$ cat config.mk
export PLATFORM = sky130hd
export DESIGN_NAME = startup_sequencer
export DESIGN_NICKNAME = d
export VERILOG_FILES = /design/src/rtl/startup_sequencer.sv
export SDC_FILE = /design/constraint.sdc
export NUM_CORES = 1
export LEC_CHECK = 0
export BUFFER_PORTS_ARGS = -buffer_cell sky130_fd_sc_hd__buf_2
export CORE_ASPECT_RATIO = 0.6
export CORE_UTILIZATION = 50
export CTS_BUF_LIST = sky130_fd_sc_hd__clkbuf_8
export DETAILED_ROUTE_END_ITERATION = 6
export GPL_ROUTABILITY_DRIVEN = 0
export PLACE_DENSITY = 0.68
export SYNTH_ARGS = -nofsm -noshare
export SYNTH_HDL_FRONTEND = slang
export SYNTH_SLANG_ARGS = --single-unit
$ cat constraint.sdc
create_clock -name clk -period 4.2 [get_ports clk]
set_input_delay 0.42 -clock clk [delete_from_list [all_inputs] [get_ports clk]]
set_output_delay 0.42 -clock clk [all_outputs]
set_load 0.05 [all_outputs]
$ cat src/rtl/startup_sequencer.sv
// startup_sequencer: releases stage enables one at a time with gap, ready handshake, timeout and ready-loss fault
module startup_sequencer #(
  parameter int N_STAGES      = 4,
  parameter int IDX_W         = 2,
  parameter int CNT_W         = 32,
  parameter int STAGE_GAP     = 80000,
  parameter int READY_TIMEOUT = 800000
) (
  input  logic                clk,
  input  logic                rst,
  input  logic                start,
  input  logic [N_STAGES-1:0] ready,
  output logic [N_STAGES-1:0] en,
  output logic                busy,
  output logic                done,
  output logic                fault,
  output logic [IDX_W-1:0]    fault_stage
);
  typedef enum logic [2:0] {IDLE, GAP, WAIT_RDY, DONE, FAULT} state_t;
  state_t state, state_n;
  logic [IDX_W-1:0] stage, stage_n, fstage_n, lost_idx;
  logic [CNT_W-1:0] cnt, cnt_n;
  logic [N_STAGES-1:0] en_n, lost;
  always_comb begin
    lost = '0;
    lost_idx = '0;
    for (int j = 0; j < N_STAGES; j++)
      lost[j] = !ready[j] && (state == DONE || ((state == GAP || state == WAIT_RDY) && IDX_W'(j) < stage));
    for (int j = N_STAGES - 1; j >= 0; j--)
      if (lost[j]) lost_idx = IDX_W'(j);
  end
  always_comb begin
    state_n = state;
    stage_n = stage;
    cnt_n = cnt;
    en_n = en;
    fstage_n = fault_stage;
    if (state != IDLE && !start) begin
      state_n = IDLE;
      stage_n = '0;
      cnt_n = '0;
      en_n = '0;
      fstage_n = '0;
    end else if (|lost) begin
      state_n = FAULT;
      cnt_n = '0;
      en_n = '0;
      fstage_n = lost_idx;
    end else begin
      case (state)
        IDLE: if (start) begin
          state_n = GAP;
          stage_n = '0;
          cnt_n = '0;
        end
        GAP: if (cnt == CNT_W'(STAGE_GAP - 1)) begin
          state_n = WAIT_RDY;
          en_n[stage] = 1'b1;
          cnt_n = '0;
        end else cnt_n = cnt + 1'b1;
        WAIT_RDY: if (ready[stage]) begin
          cnt_n = '0;
          state_n = (stage == IDX_W'(N_STAGES - 1)) ? DONE : GAP;
          stage_n = (stage == IDX_W'(N_STAGES - 1)) ? stage : stage + 1'b1;
        end else if (cnt == CNT_W'(READY_TIMEOUT - 1)) begin
          state_n = FAULT;
          cnt_n = '0;
          en_n = '0;
          fstage_n = stage;
        end else cnt_n = cnt + 1'b1;
        default: ;
      endcase
    end
  end
  always_ff @(posedge clk) begin
    if (rst) begin
      state <= IDLE;
      stage <= '0;
      cnt <= '0;
      en <= '0;
      busy <= 1'b0;
      done <= 1'b0;
      fault <= 1'b0;
      fault_stage <= '0;
    end else begin
      state <= state_n;
      stage <= stage_n;
      cnt <= cnt_n;
      en <= en_n;
      busy <= state_n == GAP || state_n == WAIT_RDY;
      done <= state_n == DONE;
      fault <= state_n == FAULT;
      fault_stage <= fstage_n;
    end
  end
endmodule

* Yosys cells after proc, flatten, opt, wreduce, memory -nomap -nowiden *
Index checks and enable logic that the tools add are counted.
Widths: inputs -> output; s select.

storage, ports and cells
  register bits after elaboration = 46
  bits of input ports = 7
  output and inout port bits = 9
  word-level logic and storage cells = 103

cells by class
  add/sub/neg operators = 2
  $lt $le $gt $ge = 6
  equality and inequality tests = 17
  muxes and demuxes = 33
  bitwise gates (word level) = 2
  reductions and logical operators = 35

operators with widths
  kind                   count
  $mux 32                4
  $pmux 32 s3            1
  $add 32x1->32 const B  1
  $eq 32x17->1 const B   1
  $eq 32x20->1 const B   1
  $mux 2                 12
  $mux 3                 6
  $eq 3x2->1 const B     4
  $mux 4                 3
  $logic_and 1x1->1      10
  $pmux 3 s3             1
  $ne 2x2->1 const B     4
  $pmux 4 s2             1
  $reduce_bool 2->1      4
  $eq 3x1->1 const B     2
  $logic_or 1x1->1       6
  $ne 2x1->1 const B     3
  $reduce_bool 3->1      2
  $reduce_or 6->1        1
  $logic_not 1->1        5
  $reduce_and 5->1       1
  $lt 1x2->1 const A     2
  $lt 2x2->1 const A     2
  $or 4x4->4             1
  other kinds (16)       17

* Longest topological paths before layout *
  word-level depth = 10
  mapped depth = 8
  mapped depth without buffers = 8

* Worst setup path before layout *
Ideal clock, no wire load.

  path kind = reg-to-reg
  from = reg stage[0]
  to = reg cnt[2]
  setup time = 75 ps
  arrival = 1980 ps
  required time = 4125 ps
  path slack = 2145 ps
  cell stages (with the launch flop) = 7
  path buffers = 1
  period minus slack after synthesis = 2055 ps
  cell sequence = dfxtp_1 > mux4_2 > or2_1 > o22ai_4 > buf_4 > nand3b_1 > a21oi_1

on the way
  word-level cells in the longest chain between the ends = 5
  elaborated cells on any way between the ends = 21
  classes of those cells = order compare: 4; mux: 4; reduce/logical: 13

ends and longest elaborated chain
  what                                      line  source
  from (decl)                               21    logic [IDX_W-1:0] stage, stage_n, fstage_n, lost_idx;
  from (signal assigned)                    87    stage <= stage_n;
  $lt 1x2->1 or $lt 2x2->1 (tied branches)  28    lost[j] = !ready[j] && (state == DONE || ((state == GAP || state == WAIT_RDY) && IDX_W'(j) < stage));
  $logic_and 1x1->1                         28
  $logic_or 1x1->1                          28
  $logic_and 1x1->1                         28
  $reduce_or 6->1 (no line)                 -
  to (signal assigned)                      88    cnt <= cnt_n;
  to (decl)                                 22    logic [CNT_W-1:0] cnt, cnt_n;

Several ways; a longest one is shown, not always the timed one. The select of a mux whose other input is x is not followed.
A chain may end at the register's enable or synchronous reset.

* Worst setup path after layout *
  from = reg state[2]
  to = reg cnt[11]

on the way
  word-level cells in the longest chain between the ends = 6
  elaborated cells on any way between the ends = 24
  classes of those cells = eq/ne: 4; mux: 1; reduce/logical: 19

ends and longest elaborated chain
  what                                      line    source
  from (decl)                               20      state_t state, state_n;
  from (signal assigned)                    86      state <= state_n;
  $eq 3x1->1 or $eq 3x2->1 (tied branches)  28, 50
  $logic_or 1x1->1                          28
  $logic_and 1x1->1                         28
  $logic_or 1x1->1                          28
  $logic_and 1x1->1                         28
  $reduce_or 6->1 (no line)                 -

Several ways; a longest one is shown, not always the timed one.

==> impl_results.md <==
* Status: completed
* Vias in the first global route at 1967
* Commonest non-fill, non-tap cell in the layout: dfxtp_1
* Setup WS post-layout at about 1.5 ns
* Lkg Pwr at just over 0.9 nW
* Clk root buf: clkbuf_8
* Period utilisation layout at 65.1%
* RR Endpoint: cnt[11]
* Hold path endpoint: en[0]
* Max-Cap Viols at 0
* Hold Path Stages at 2
* Clk_lat worst skew at about 0.30 ns
* Crit end category: flip-flop
* Area Growth Syn to Fin at 8.30%
* VDD IR max at between 100 and 150 µV
* Dpl hpwl at 4460 µm
* Die ar. at 0.00537 mm²
* Synth Register Bits at 46
* Crit path cell chain: inv_1 > a311oi_2 > nand2_1 > nor3_2 > o21ai_4 > o22ai_1
* Most frequent cells in the layout: 46 x dfxtp_1, 42 x nor2_1, 37 x nand2_1
* First drt pass iteration count at 4
* Setup TNS at 0 ns
* Syn_nets at 319
* Starting Density at between 50% and 60%
* Fmax at 366 MHz
* Avg Cell Area, Syn at just over 8 µm²
* Worst setup SP type: flip-flop
* # hold bufs at CTS at 0
* Post-Syn Area at 0.00253 mm²
* Top cell type's share of synthesized area at 36.3%
* Worst-margin pin slew at between 0.8 and 0.9 ns
* Power Density at 284 mW/mm²
* Hold slack at 0.469 ns
* Via count at 2265
* Vias per Instance at 5.87
* Clock skew at 0.00761 ns
* Worst slew margin at 40.2%
* Hold Crit Class: flip-flop to flip-flop
* Top_reg_cell synth: dfxtp_1
* Post-synth EDFFs at 0
* CP Data Arrival Time at 2.96 ns
* RSZ-0062 raised after global routing: false
* Critical Path RT at between 4 and 5 ns
* H-tree Lvls at 2
* Final max-slew violation count at 0
* GRT Util Overall at 23.6%
* Clock-pin slew on the worst setup and hold paths at around 0.09 ns
* Crit path max fanout at 19
* Number of setup buffers added after CTS at 0
* Path type of the worst setup path: flip-flop to flip-flop
* Core area at ~0.0047 mm²
* Number of buffers created by CTS at 5
* Clk buf depth at 2
* Post-CTS Resized at 0
* Finished Layout Cells at 386
* Antenna diode count at 0
* DR WL/cell at 15.1 µm
* Final WL at between 5000 and 6000 µm
* Fin. Hold Viols at 0
* Antenna-violating nets left at 0
* Hold path start: en[0]
* Syn Inst Count at 306
* I/O Pins at 16
* Share of cells above drive strength 1 at between 10 and 15%
* Path depth of the worst reg2reg path at 6
* Critical path's slowest cell: dfxtp_1
* Min Tclk post-route at 2.73 ns
* CTS tree: done
* Clk sinks at 46
* Initial antenna violation count at 0
* Seq/Total Area, Yosys at roughly 36%
* Largest area contributor in the netlist: dfxtp_1
* Crit Reg-Reg Startpoint: state[2]
* Asr flop ratio synth at 0%
* DP Worst Slack at 1.50 ns
* Grt ovf at 0
* Slowest cell delay on critical path at 0.73 ns
* Worst reg2reg setup slack at ~1.5 ns
* Yosys cell types at 52
* Total number of yosys warnings at 0
* Die height at 57.1 µm
* Global-route wire length before repair at 9790 µm
* Largest net degree at the start of global routing at 20
* Die W at 93.9 µm
* PortBufs at 15
* Placed Cells at ~380
* Main area contributors after synthesis: dfxtp_1 36%, nor2_1 6.2%, nand2_1 5.5%
* Post-layout nets at ~340
* Final Setup Violations at 0
* Initial DRC count at 136
* Site Rows at 19
* Remaining DRCs at 0
## synth_stat cells (2+ instances only)
library cell  instances
dfxtp_1              46
nor2_1               42
nand2_1              37
nand4_1              15
a21oi_1              13
nand3_1              13
xnor2_1              11
o21ai_0              10
and3_1                9
nor3_1                9
xor2_1                9
a31oi_1               8
inv_1                 7
ha_1                  6
nor4_1                6
a211oi_1              5
and2_1                5
buf_2                 4
o211ai_1              4
a211o_1               3
and4_1                3
nand2b_1              3
nor4bb_1              3
a22oi_1               2
nor2b_1               2
o21a_1                2
o21bai_1              2
o22ai_1               2
or3_1                 2
## kinds of logic (layout without fill, tap and decap cells)
logic type | count (synthesis) | in the layout | share of synthesized area [%]
xor+xnor | 20 | 20 | 6.91
buf+inv | 14 | 31 | 2.72
mux | 2 | 2 | 1.28
simple gates | 160 | 160 | 32.8
fa+ha+maj | 6 | 6 | 2.96
compound gates | 58 | 58 | 16.9
flops | 46 | 46 | 36.3
## where the power goes
group | switching, W | internal, W | leakage, nW
Clock | 0.000145 | 0.000131 | 0.0524
Combinational | 0.0000401 | 0.0000185 | 0.492
Sequential | 0.00000503 | 0.000439 | 0.371
## per-stage QoR
stage / utilization, % / total power (W) / area [µm²]
6_report: 58.3 / 0.000778 / 2740
5_1_grt: 58.3 / 0.000813 / 2740
4_1_cts: 58.3 / 0.000786 / 2740
3_3_place_gp: 56.4 / 0.000512 / 2650
3_5_place_dp: 56.4 / 0.000512 / 2650
2_1_floorplan: - / 0.000497 / 2530
## per-layer routing
layer | vias to the layer above | share of wire [%] | global-route usage (%)
met4 | 0 | 0.53 | 5.27
met1 | 1058 | 55 | 39.0
li1 | 1144 | - | -
met5 | - | 0 | 0
met2 | 58 | 38 | 29.7
met3 | 5 | 6.1 | 5.47
## worst max-delay path, delay by kind of cell (launching register included)
kind            cells  cell delay (ns)
flops               1             0.73
buf+inv             1             0.19
simple gates        2             0.80
compound gates      3             0.93
## area by class of cell
cell class                 count  area (µm²)
timing repair buffer          16        82.6
inverter                       7        26.3
multi-input combinational    246        1540
clock buffer                   6        82.6
sequential                    46         921
fill                         457        1960
tap                           63        78.8
clock inverter                 2        8.76
## flip-flops by register name, indices dropped and copies added, names as in the netlist
signal	flops
done	1
state	3
stage	2
cnt	32
busy	1
fault_stage	2
en	4
fault	1
## worst max-delay path by stage
stage | slack (ns) | cells past startpoint | to | start
finish | 1.47 | 6 | cnt[11] | state[2]
CTS | 1.49 | 6 | cnt[11] | state[2]
global route | 1.23 | 6 | cnt[11] | state[2]
floorplan | 2.14 | 6 | cnt[2] | stage[0]
global placement | 1.58 | 6 | cnt[11] | state[2]
detailed placement | 1.50 | 6 | cnt[11] | state[2]
Note: power is estimated with default switching activity, not from simulation.
